File: config.mk
export PLATFORM = sky130hd
export DESIGN_NAME = rocketcpu_wb_param_loader
export DESIGN_NICKNAME = d
export VERILOG_FILES = /design/src/rtl/rocketcpu_wb_param_loader.sv
export SDC_FILE = /design/constraint.sdc
export NUM_CORES = 1
export LEC_CHECK = 0
export BUFFER_PORTS_ARGS = -buffer_cell sky130_fd_sc_hd__buf_4
export CORE_UTILIZATION = 45
export DETAILED_ROUTE_END_ITERATION = 10
export GPL_TIMING_DRIVEN = 0
export PLACE_DENSITY = 0.77
export SLEW_MARGIN = 20
export SYNTH_ARGS = -nofsm -noshare
export SYNTH_HDL_FRONTEND = slang
export SYNTH_SLANG_ARGS = --single-unit
export TNS_END_PERCENT = 10
File: constraint.sdc
create_clock -name i_wb_clk -period 1.99 [get_ports i_wb_clk]
set_input_delay 0.199 -clock i_wb_clk [delete_from_list [all_inputs] [get_ports i_wb_clk]]
set_output_delay 0.199 -clock i_wb_clk [all_outputs]
set_load 0.005 [all_outputs]
File: src/rtl/rocketcpu_wb_param_loader.sv
// rocketcpu_wb_param_loader: Wishbone initiator moving a block of 32-bit words
// between a local valid/ready stream and a Wishbone responder.
module rocketcpu_wb_param_loader #(
    parameter logic [31:0] DEF_BASE = 32'h1000_0000,
    parameter int          TIMEOUT  = 64,
    parameter int          CNT_W    = 6
) (
    input  logic             i_wb_clk,
    input  logic             i_wb_rst_n,
    input  logic             i_start,
    input  logic             i_dir,
    input  logic [CNT_W-1:0] i_count,
    input  logic             i_base_sel,
    input  logic [31:0]      i_base,
    input  logic [31:0]      i_wr_data,
    input  logic             i_wr_valid,
    output logic             o_wr_ready,
    output logic [31:0]      o_rd_data,
    output logic             o_rd_valid,
    input  logic             i_rd_ready,
    output logic [31:0]      o_wb_adr,
    output logic [31:0]      o_wb_dat,
    output logic [3:0]       o_wb_sel,
    output logic             o_wb_we,
    output logic             o_wb_cyc,
    input  logic [31:0]      i_wb_rdt,
    input  logic             i_wb_ack,
    output logic             o_busy,
    output logic             o_done,
    output logic             o_timeout
);
    localparam int TW = $clog2(TIMEOUT + 1);

    typedef enum logic [2:0] {IDLE, FETCH, BUS, GAP, DELIVER} state_t;

    state_t           state_q;
    logic             dir_q, cyc_q, we_q, ready_q, valid_q, busy_q, done_q, timeout_q;
    logic [CNT_W-1:0] rem_q;
    logic [31:0]      adr_q, dat_q, rd_data_q;
    logic [TW-1:0]    tmo_q;
    logic [31:0]      base_d;

    assign base_d = i_base_sel ? {i_base[31:2], 2'b00} : DEF_BASE;

    always_ff @(posedge i_wb_clk or negedge i_wb_rst_n) begin
        if (!i_wb_rst_n) begin
            state_q   <= IDLE;
            dir_q     <= 1'b0;
            cyc_q     <= 1'b0;
            we_q      <= 1'b0;
            ready_q   <= 1'b0;
            valid_q   <= 1'b0;
            busy_q    <= 1'b0;
            done_q    <= 1'b0;
            timeout_q <= 1'b0;
            rem_q     <= '0;
            adr_q     <= '0;
            dat_q     <= '0;
            rd_data_q <= '0;
            tmo_q     <= '0;
        end else begin
            done_q <= 1'b0;
            case (state_q)
                IDLE: if (i_start) begin
                    dir_q     <= i_dir;
                    rem_q     <= i_count;
                    adr_q     <= base_d;
                    timeout_q <= 1'b0;
                    if (i_count == '0) begin
                        done_q <= 1'b1;
                    end else begin
                        busy_q <= 1'b1;
                        if (i_dir) begin
                            state_q <= BUS;
                            cyc_q   <= 1'b1;
                            we_q    <= 1'b0;
                            tmo_q   <= '0;
                        end else begin
                            state_q <= FETCH;
                            ready_q <= 1'b1;
                        end
                    end
                end
                FETCH: if (i_wr_valid) begin
                    dat_q   <= i_wr_data;
                    ready_q <= 1'b0;
                    cyc_q   <= 1'b1;
                    we_q    <= 1'b1;
                    tmo_q   <= '0;
                    state_q <= BUS;
                end
                BUS: begin
                    // ack wins over a timeout expiring in the same cycle
                    if (i_wb_ack) begin
                        cyc_q <= 1'b0;
                        we_q  <= 1'b0;
                        if (dir_q) begin
                            rd_data_q <= i_wb_rdt;
                            valid_q   <= 1'b1;
                            state_q   <= DELIVER;
                        end else begin
                            state_q <= GAP;
                        end
                    end else if (tmo_q == TW'(TIMEOUT - 1)) begin
                        cyc_q     <= 1'b0;
                        we_q      <= 1'b0;
                        timeout_q <= 1'b1;
                        done_q    <= 1'b1;
                        busy_q    <= 1'b0;
                        state_q   <= IDLE;
                    end else begin
                        tmo_q <= tmo_q + 1'b1;
                    end
                end
                DELIVER: if (i_rd_ready) begin
                    valid_q <= 1'b0;
                    state_q <= GAP;
                end
                GAP: begin
                    adr_q <= adr_q + 32'd4;
                    rem_q <= rem_q - 1'b1;
                    if (rem_q == CNT_W'(1)) begin
                        done_q  <= 1'b1;
                        busy_q  <= 1'b0;
                        state_q <= IDLE;
                    end else if (dir_q) begin
                        cyc_q   <= 1'b1;
                        we_q    <= 1'b0;
                        tmo_q   <= '0;
                        state_q <= BUS;
                    end else begin
                        ready_q <= 1'b1;
                        state_q <= FETCH;
                    end
                end
                default: state_q <= IDLE;
            endcase
        end
    end

    assign o_wr_ready = ready_q;
    assign o_rd_data  = rd_data_q;
    assign o_rd_valid = valid_q;
    assign o_wb_adr   = adr_q;
    assign o_wb_dat   = dat_q;
    assign o_wb_sel   = {4{cyc_q}};
    assign o_wb_we    = we_q;
    assign o_wb_cyc   = cyc_q;
    assign o_busy     = busy_q;
    assign o_done     = done_q;
    assign o_timeout  = timeout_q;
endmodule

==> results of run 1 <==
[state kept, by name, summed over array words and instances (netlist names), 3 cells and up]
name	flops
state_q	3
tmo_q	7
rem_q	6
o_wb_adr	30
o_wb_dat	32
o_rd_data	32
[metrics by stage]
stage          setup TNS, ps  total power [mW]  cells
2_1_floorplan              0              6.58    580
5_1_grt                -96.5              13.6   1044
4_1_cts                -1610              12.7   1043
3_5_place_dp           -6040              9.24    961
3_3_place_gp           -5060              9.04    960
6_report                   0              13.0   1044
[layout by cell type (no fill, tap or decap), types with 3 or more instances in the layout]
cell type and instances:
buf_4 229, nand4_1 16, bufinv_16 4, a21oi_1 24
and2_1 3, a31oi_1 5, nand3_2 3, nor2_1 31
o21ai_0 15, inv_1 7, a22oi_1 6, nor4_1 3
clkbuf_1 7, o22ai_1 4, dlygate4sd3_1 43, a32oi_1 4
nand2_1 145, o311ai_0 4, dfrtp_1 117, nand3_1 19
o31ai_1 3, inv_6 4, o211ai_1 8, buf_2 11
clkbuf_2 5, a32o_1 3, o21a_1 4, and3_1 9
ha_1 3, a21o_1 3, clkbuf_16 17, nor3_1 8
mux2_2 33, or3_1 3
[routing by layer]
| layer | routed length [µm] | GRT usage | vias up |
|---|---|---|---|
| li1 | - | - | 2646 |
| met1 | 7380 | 0.366 | 2878 |
| met3 | 1510 | 0.0778 | 71 |
| met4 | 710 | 0.165 | 0 |
| met2 | 10200 | 0.520 | 330 |
| met5 | 0 | 0 | - |
[synthesized netlist by cell type (all sizes together) (5+ instances only)]
cell and count:
mux2 33, nand2 147, inv 7, nand4 16, a21oi 26, nor4 6, and3 10, a31oi 5
o211ai 8, nand3 22, nor3 9, clkbuf 17, buf 18, dfrtp 118, o21ai 15, a22oi 6
nor2 32
[logic make-up (layout without fill, tap and decap cells)]
family	count (synthesis)	after routing	synth area share
buffers and inverters	42	338	0.0354
flip-flops	118	118	0.522
AND/OR/NAND/NOR	266	266	0.223
AO/OA/AOI/OAI	111	111	0.138
adder cells (fa/ha/maj)	4	4	0.00885
multiplexers	35	35	0.0692
XOR/XNOR	2	2	0.00310
other	1	2	0.000663
[cell type report]
| type | count | share of cell area |
|---|---|---|
| clock buffers | 18 | 0.0505 |
| flip-flops and latches | 118 | 0.339 |
| clock inverters | 14 | 0.0227 |
| plain buffers | 34 | 0.0217 |
| repair buffers | 265 | 0.244 |
| well taps | 168 | 0.0242 |
| inverters | 7 | 0.00302 |
| multi-input cells | 420 | 0.295 |
[power groups by stage]
| stage | sequential (mW) | clock, mW | combinational [mW] |
|---|---|---|---|
| after floorplan | 4.38 | 0 | 2.20 |
| after global placement | 4.42 | 0 | 4.61 |
| after detailed placement | 4.48 | 0 | 4.76 |
| after CTS | 4.48 | 3.35 | 4.90 |
| after global routing | 4.68 | 3.48 | 5.48 |
| final | 4.55 | 3.35 | 5.08 |
[how the worst max path moves through the flow]
stage                       startpoint                        to  slack [ps]  depth (start not counted)
2_1_floorplan     tmo_q[0]$_DFFE_PN0P_      tmo_q[3]$_DFFE_PN0P_         110                          6
3_3_place_gp    state_q[0]$_DFFE_PN0P_   o_wb_adr[2]$_DFFE_PN0P_        -290                          6
3_5_place_dp    state_q[0]$_DFFE_PN0P_  o_wb_adr[27]$_DFFE_PN0P_        -310                          6
4_1_cts         state_q[2]$_DFFE_PN0P_  o_rd_data[6]$_DFFE_PN0P_        -110                          8
5_1_grt        o_wb_adr[2]$_DFFE_PN0P_  o_wb_adr[30]$_DFFE_PN0P_         -70                          7
6_report          tmo_q[0]$_DFFE_PN0P_      tmo_q[3]$_DFFE_PN0P_          70                          6
[critical path: stages (launching register included)]
cell and delay (ps):
dfrtp_1 430, ha_1 270, and3b_1 230, a21oi_4 200
nand4_1 140, and3_1 200, or3_1 330
[repair_timing]
item / in CTS / in global routing
pin swaps: 4 / 1
hold buffers: 43 / 0
hold endpoints to repair: 88 / 0
setup endpoints to repair: 56 / 93
setup buffers: 7 / 2
gates resized for setup: 9 / 25
==> metrics.txt, run 1 <==
EDFF count, synth=0; initial core utilization=0.467; Setup WS pre-CTS=-309 ps; Slew Viols, Final=0; CP required=2290 ps; design area=0.00870 mm²; Clk pwr share=0.258; wire per inst=18.9 µm; drc violations=0; Skew-Pair Late Insertion Delay=420 ps; synth top area cells=dfrtp_1 (52%), nand2_1 (9.7%), mux2_2 (6.6%), a21oi_1 (2.3%), nor2_1 (2.1%); clock sinks=118; initial antenna violation count=0; peak supply drop=817 µV; final hold viol count=0; Die Height=114 µm; ANT cells=0; CTS buffer count=17; total number of vias=5925; Crit path arrival time=2220 ps; vias per inst=5.68; yosys warns=0; syn avg cell area=9.77 µm²; CTS clk-pin slew, worst paths=60 ps; CTS tree=yes; slew margin rel.=0.576; die area=0.0130 mm²; global placement routability congestion=0.920; Area after DPL=0.00749 mm²; asr flop ratio synth=1.00; CP max FO=6; remaining antenna violation count=0; Root Driver=clkbuf_16; largest area contributor in the netlist=dfrtp_1; layout cell share with drive strength beyond 1=0.385; DP HPWL=13.0 mm; most common flop cell mapped by yosys=dfrtp_1; FF+latch area=0.00295 mm²; Rows=40; final setup vio count=0; Hold Crit Start=i_wr_data[8]; # fillers=886; First-pass DRT Iterations=5; PD cells=1490 mW/mm²; H-tree Lvls=4; crit share post-route=0.966; Util after Layout=0.718; Reg-to-Reg End=tmo_q[3]$_DFFE_PN0P_; Startpoint Class=register; Synth Cell Area=0.00566 mm²; clk buf depth=2; Sw Share=0.359; vias in the first global route=6048; WS Path Type=reg2reg; grt ovf=0; CP endpoint kind=register; status=complete, no violations; port bufs=212; reg2reg start=tmo_q[0]$_DFFE_PN0P_; Yosys cell types=65; RSZ-0062 raised after global routing=yes; Area growth, synth to finish=53.8%; DR iter-0 viols=587; wirelength, routed=19.8 mm; Pint=8.31 mW; Flop pwr share=0.351; Hold Path Class=in2reg; Seq cells post-synth=118; total core area=0.0121 mm²; share of the synthesized area in the top cell type=0.522; fmax=520 MHz; Seq/Total Area, Yosys=0.522; final hold slack=11.2 ps; Fin Clk Skew=7.80 ps; Ports=217; max_cap viols=0; Net Sw Power=4.66 mW; largest net degree at the start of global routing=73; Post-Synthesis Cells=579; multi-input logic area=0.00256 mm²; first-pass GRT wire length=30.6 mm; Worst-Margin Slew=636 ps; reg2reg setup slack=70 ps; Total GRT Usage=0.309; leakage power=4.24 nW; final worst slack=68.2 ps; min cycle time layout=1920 ps; Worst Hold Depth=2; Final Net Count=977; Logic pwr share=0.391; cell count of the worst reg-to-reg path=6; hold path endpoint=o_wb_dat[8]$_DFFE_PN0P_; Die Wd=114 µm
Power figures use the tool's default switching activity.
==> inputs of run 2 (changes only) <==
- CAP_MARGIN: not set -> 30
- CORE_ASPECT_RATIO: not set -> 1.1
==> run 2 against run 1 <==
Effect of this change: clock skew up 2.5 ps; critical endpoint is now o_wb_adr[31]$_DFFE_PN0P_; highest routed layer unchanged; routed wire length up 0.69%; flip-flop and latch count unchanged; largest power group unchanged; register-to-register slack worse by 40 ps.
==> metrics.txt, run 2 (synthesis gave the netlist of run 1 again) <==
wire per inst=19.1 µm (was 18.9 µm); Crit path arrival time=2280 ps (was 2220 ps); Ports=217 (unchanged); vias per inst=5.77 (was 5.68); final setup vio count=0 (unchanged); CTS tree=yes (unchanged); wirelength, routed=19.9 mm (was 19.8 mm); clock sinks=118 (unchanged); PD cells=1430 mW/mm² (was 1490 mW/mm²); DR iter-0 viols=428 (was 587); Hold Path Class=in2reg (unchanged); CP endpoint kind=register (unchanged); Slowest-stage cell, CP=nor4_4 (was dfrtp_1); die area=0.0130 mm² (about the same); WS Path Type=reg2reg (unchanged); global placement routability congestion=0.895 (was 0.920); leakage power=4.24 nW (about the same); Worst Hold Depth=3 (was 2); Final Net Count=992 (was 977); Fin Clk Skew=10.4 ps (was 7.80 ps); ANT cells=0 (unchanged); Area growth, synth to finish=54.6% (was 53.8%); Rows=42 (was 40); total number of vias=6026 (was 5925); CP required=2300 ps (was 2290 ps); Die Height=120 µm (was 114 µm); Area after DPL=0.00748 mm² (was 0.00749 mm²); fmax=509 MHz (was 520 MHz); Skew-Pair Late Insertion Delay=430 ps (was 420 ps); CTS clk-pin slew, worst paths=60 ps (about the same); CP max FO=8 (was 6); crit-path cells=buf_2, nand4_1, nor4_4, and4b_1, mux2i_1, nand2_1 (was ha_1, and3b_1, a21oi_4, nand4_1, and3_1, or3_1); commonest cells after routing, fill and taps aside=buf_4 (232), nand2_1 (145), dfrtp_1 (115) (was buf_4 (229), nand2_1 (145), dfrtp_1 (117)); drc violations=0 (unchanged); Startpoint Class=register (unchanged); max_cap viols=0 (unchanged); vias in the first global route=6048 (unchanged); Total GRT Usage=0.313 (was 0.309); final hold slack=7.49 ps (was 11.2 ps); Slew Viols, Final=0 (unchanged); RSZ-0062 raised after global routing=yes (unchanged); largest net degree at the start of global routing=82 (was 73); grt ovf=0 (unchanged); CTS buffer count=17 (unchanged); FF+latch area=0.00296 mm² (was 0.00295 mm²); DP HPWL=12.9 mm (was 13.0 mm); first-pass GRT wire length=30.8 mm (was 30.6 mm); # fillers=834 (was 886); slew margin rel.=0.543 (was 0.576); min cycle time layout=1960 ps (was 1920 ps); Die Wd=109 µm (was 114 µm); initial core utilization=0.466 (was 0.467); commonest non-fill, non-tap cell in the layout=buf_4 (unchanged); Root Driver=clkbuf_16 (unchanged); CP max stage delay=540 ps (was 430 ps); layout cell share with drive strength beyond 1=0.381 (was 0.385); initial antenna violation count=0 (unchanged); reg2reg setup slack=30 ps (was 70 ps); H-tree Lvls=4 (unchanged); crit share post-route=0.987 (was 0.966); multi-input logic area=0.00256 mm² (about the same); cell count of the worst reg-to-reg path=6 (unchanged); peak supply drop=1020 µV (was 817 µV); Worst-Margin Slew=685 ps (was 636 ps); Util after Layout=0.721 (was 0.718); status=complete, no violations (unchanged); design area=0.00875 mm² (was 0.00870 mm²); clk buf depth=2 (unchanged); final hold viol count=0 (unchanged); port bufs=212 (unchanged); total core area=0.0121 mm² (about the same); First-pass DRT Iterations=5 (unchanged); remaining antenna violation count=0 (unchanged)
## run 2: cell types whose count changed in the layout (fill, tap and decap cells not counted), moves of 2 or more
cell / before / now
buf_2: 11 / 5
buf_4: 229 / 232
bufinv_16: 4 / 0
clkbuf_2: 5 / 7
clkbuf_4: 2 / 6
clkinv_4: 2 / 4
clkinvlp_4: 2 / 5
dfrtp_1: 117 / 115
dfrtp_2: 1 / 3
dlygate4sd3_1: 43 / 55
## run 2: cell type report
type | count | share of cell area
flip-flops and latches | 118 | 0.338
multi-input cells | 420 | 0.293
repair buffers | 280 | 0.260
clock buffers | 18 | 0.0491
plain buffers | 34 | 0.0232
well taps | 154 | 0.0220
clock inverters | 13 | 0.0119
inverters | 7 | 0.00300
## run 2: through the flow
step | instances | worst slack [ps] | setup TNS (ps) | total power [mW]
floorplan | 580 | 107 | 0 | 6.58
global placement | 946 | -309 | -5340 | 9.04
detailed placement | 947 | -355 | -8640 | 9.24
CTS | 1038 | -14.1 | -48.8 | 12.2
global route | 1044 | -66.2 | -450 | 13.2
finish | 1044 | 25.7 | 0 | 12.5
## run 2: power by group
| group | total (mW) | internal, mW | leakage [nW] | switching [mW] |
|---|---|---|---|---|
| Clock | 2.76 | 1.59 | 0.245 | 1.17 |
| Combinational | 5.19 | 2.76 | 2.54 | 2.44 |
| Sequential | 4.54 | 3.52 | 1.46 | 1.03 |
## run 2: worst max-delay path, delay by kind of cell (launching register included)
kind / cells / cell delay [ps]
AND/OR/NAND/NOR: 4 / 1100
multiplexers: 1 / 180
buffers and inverters: 1 / 200
flip-flops: 1 / 380
## run 2: final timing paths
check	start	end
worst max-delay path	o_wb_adr[8]$_DFFE_PN0P_	o_wb_adr[31]$_DFFE_PN0P_
worst min-delay path	i_base[25]	o_wb_adr[25]$_DFFE_PN0P_
worst max register to register	o_wb_adr[8]$_DFFE_PN0P_	o_wb_adr[31]$_DFFE_PN0P_
worst min register to register	o_rd_data[3]$_DFFE_PN0P_	o_rd_data[3]$_DFFE_PN0P_
max in group asynchronous	i_wb_rst_n	o_wb_dat[2]$_DFFE_PN0P_
min in group asynchronous	i_wb_rst_n	o_wb_adr[13]$_DFFE_PN0P_
## run 2: what timing repair did
item | CTS | global route
gates resized for setup | 13 | 26
endpoints found under the setup margin | 70 | 90
pin swaps | 4 | 3
endpoints found under the hold margin | 91 | 0
hold buffers | 55 | 0
buffers inserted | 5 | 7
## run 2: metal layers
metal	wire length (µm)	part of all wire	GRT usage	vias to the layer above
met5	0	0	0	-
met4	790	0.040	0.171	0
met3	1440	0.073	0.0706	66
met2	10400	0.52	0.526	334
met1	7310	0.37	0.366	2948
li1	-	-	-	2678
==> inputs of run 3 (changes only) <==
- TNS_END_PERCENT: 10 -> 20
- clock period: 1.99 -> 1.7 ns (I/O delays scaled with it)
==> run 3 against run 2 <==
Effect of this change: the run now ends with negative setup slack left; total power rose by 31%; flip-flop and latch count stayed put; maximum frequency up 3.3%; setup slack got worse by 230 ps; combinational power grew 43%; clock power grew 29%.
==> metrics.txt, run 3 (synthesis gave the netlist of run 1 again) <==
DR iter-0 viols=635 (was 428); vias in the first global route=6369 (was 6048); CP endpoint kind=register (unchanged); Pint=10.4 mW (was 7.87 mW); vias per inst=5.91 (was 5.77); clk buf depth=2 (unchanged); multi-input logic area=0.00282 mm² (was 0.00256 mm²); Fin Clk Skew=19.3 ps (was 10.4 ps); CP max FO=7 (was 8); clock sinks=118 (unchanged); # fillers=632 (was 834); Die Height=120 µm (unchanged); layout cell share with drive strength beyond 1=0.453 (was 0.381); wire per inst=20.3 µm (was 19.1 µm); Net Sw Power=5.98 mW (was 4.63 mW); grt ovf=0 (unchanged); crit share post-route=1.12 (was 0.987); commonest non-fill, non-tap cell in the layout=buf_4 (unchanged); first-pass GRT wire length=31.4 mm (was 30.8 mm); global placement routability congestion=0.893 (was 0.895); Final Net Count=1062 (was 992); die area=0.0130 mm² (unchanged); total core area=0.0121 mm² (unchanged); design area=0.00983 mm² (was 0.00875 mm²); CTS clk-pin slew, worst paths=60 ps (about the same); final worst slack=-201 ps (was 25.7 ps); Skew-Pair Late Insertion Delay=410 ps (was 430 ps); commonest cells after routing, fill and taps aside=buf_4 (265), nand2_1 (139), dfrtp_1 (109) (was buf_4 (232), nand2_1 (145), dfrtp_1 (115)); Total GRT Usage=0.315 (was 0.313); remaining antenna violation count=0 (unchanged); status=finished, violations left (was complete, no violations); slew margin rel.=0.582 (was 0.543); Rows=42 (unchanged); H-tree Lvls=4 (unchanged); Flop pwr share=0.328 (was 0.364); Clk pwr share=0.217 (was 0.221); RSZ-0062 raised after global routing=yes (unchanged); Root Driver=clkbuf_16 (unchanged); Ports=217 (unchanged); fmax=526 MHz (was 509 MHz); Worst-Margin Slew=628 ps (was 685 ps); Area after DPL=0.00749 mm² (was 0.00748 mm²); Logic pwr share=0.455 (was 0.415); First-pass DRT Iterations=6 (was 5); CTS tree=yes (unchanged); DP HPWL=12.5 mm (was 12.9 mm); final setup vio count=32 (was 0); Hold Path Class=in2reg (unchanged); failing checks=negative setup slack; Area growth, synth to finish=73.7% (was 54.6%); CP required=1970 ps (was 2300 ps); wirelength, routed=22.7 mm (was 19.9 mm); min cycle time layout=1900 ps (was 1960 ps); initial antenna violation count=0 (unchanged); Startpoint Class=register (unchanged); initial core utilization=0.466 (unchanged); PD cells=1660 mW/mm² (was 1430 mW/mm²); largest net degree at the start of global routing=66 (was 82); Crit path arrival time=2170 ps (was 2280 ps); reg2reg setup slack=-200 ps (was 30 ps); WS Path Type=reg2reg (unchanged); drc violations=0 (unchanged); leakage power=4.72 nW (was 4.24 nW); port bufs=212 (unchanged); final hold slack=15.9 ps (was 7.49 ps); final hold viol count=0 (unchanged); Sw Share=0.366 (was 0.371); peak supply drop=943 µV (was 1020 µV); CTS buffer count=17 (unchanged); FF+latch area=0.00296 mm² (about the same); Die Wd=109 µm (unchanged); Slew Viols, Final=0 (unchanged); total number of vias=6599 (was 6026); max_cap viols=0 (unchanged)
run 3: per-layer routing:
metal	wire length [µm]	share of wire	global-route usage	up-vias
met5	0	0	0	-
met4	1240	0.054	0.165	0
met3	2400	0.11	0.0847	140
met2	11300	0.50	0.544	521
met1	7740	0.34	0.350	3121
li1	-	-	-	2817
run 3: what timing repair did:
| item | 4_1_cts | 5_1_grt |
|---|---|---|
| hold endpoints to repair | 144 | 1 |
| resized for setup | 64 | 90 |
| setup endpoints to repair | 108 | 82 |
| hold buffers | 81 | 1 |
| gates cloned | 1 | 2 |
| pin swaps | 15 | 37 |
| setup buffers | 32 | 22 |
run 3: layout make-up:
| type | instances | share of cell area |
|---|---|---|
| multi-input combinational | 420 | 0.286 |
| buffer | 32 | 0.0276 |
| clock buffer | 21 | 0.0469 |
| tap | 154 | 0.0196 |
| timing repair buffer | 352 | 0.302 |
| antenna | 1 | 0.000255 |
| inverter | 7 | 0.00267 |
| sequential | 118 | 0.302 |
| clock inverter | 11 | 0.0129 |
run 3: worst max-delay path, cell delays in order, from the launching register on:
cell     delay, ps
dfrtp_2        440
nand3_2        230
nor4_4         320
buf_6          170
nand4_1        160
a32oi_1        290
o31ai_1        150
run 3: final timing paths:
| check | startpoint | to | cells after the start |
|---|---|---|---|
| worst max-delay path | o_wb_adr[5]$_DFFE_PN0P_ | o_wb_adr[16]$_DFFE_PN0P_ | 6 |
| worst min-delay path | i_wr_data[10] | o_wb_dat[10]$_DFFE_PN0P_ | 2 |
| worst max register to register | o_wb_adr[5]$_DFFE_PN0P_ | o_wb_adr[16]$_DFFE_PN0P_ | 6 |
| worst min register to register | o_rd_data[7]$_DFFE_PN0P_ | o_rd_data[7]$_DFFE_PN0P_ | 2 |
| max in group asynchronous | i_wb_rst_n | o_wb_adr[9]$_DFFE_PN0P_ | 3 |
| min in group asynchronous | i_wb_rst_n | o_wb_adr[17]$_DFFE_PN0P_ | 2 |
run 3: power by group through the flow:
stage          registers, mW  logic, mW  clock network (mW)
6_report                5.36       7.43                3.56
5_1_grt                 5.48       7.84                3.71
3_3_place_gp            5.14       5.34                   0
2_1_floorplan           5.12       2.60                   0
4_1_cts                 5.23       6.33                3.57
3_5_place_dp            5.24       5.54                   0
run 3: through the flow:
step | setup slack (ps) | total power, mW | utilization | TNS (ps) | std cells
finish | -201 | 16.3 | 0.810 | -1950 | 1116
global route | -273 | 17.0 | 0.809 | -4700 | 1115
CTS | -51.0 | 15.1 | 0.771 | -143 | 1091
detailed placement | -516 | 10.8 | 0.617 | -24550 | 947
global placement | -492 | 10.5 | 0.615 | -22590 | 946
floorplan | -26.0 | 7.72 | - | -70.2 | 580
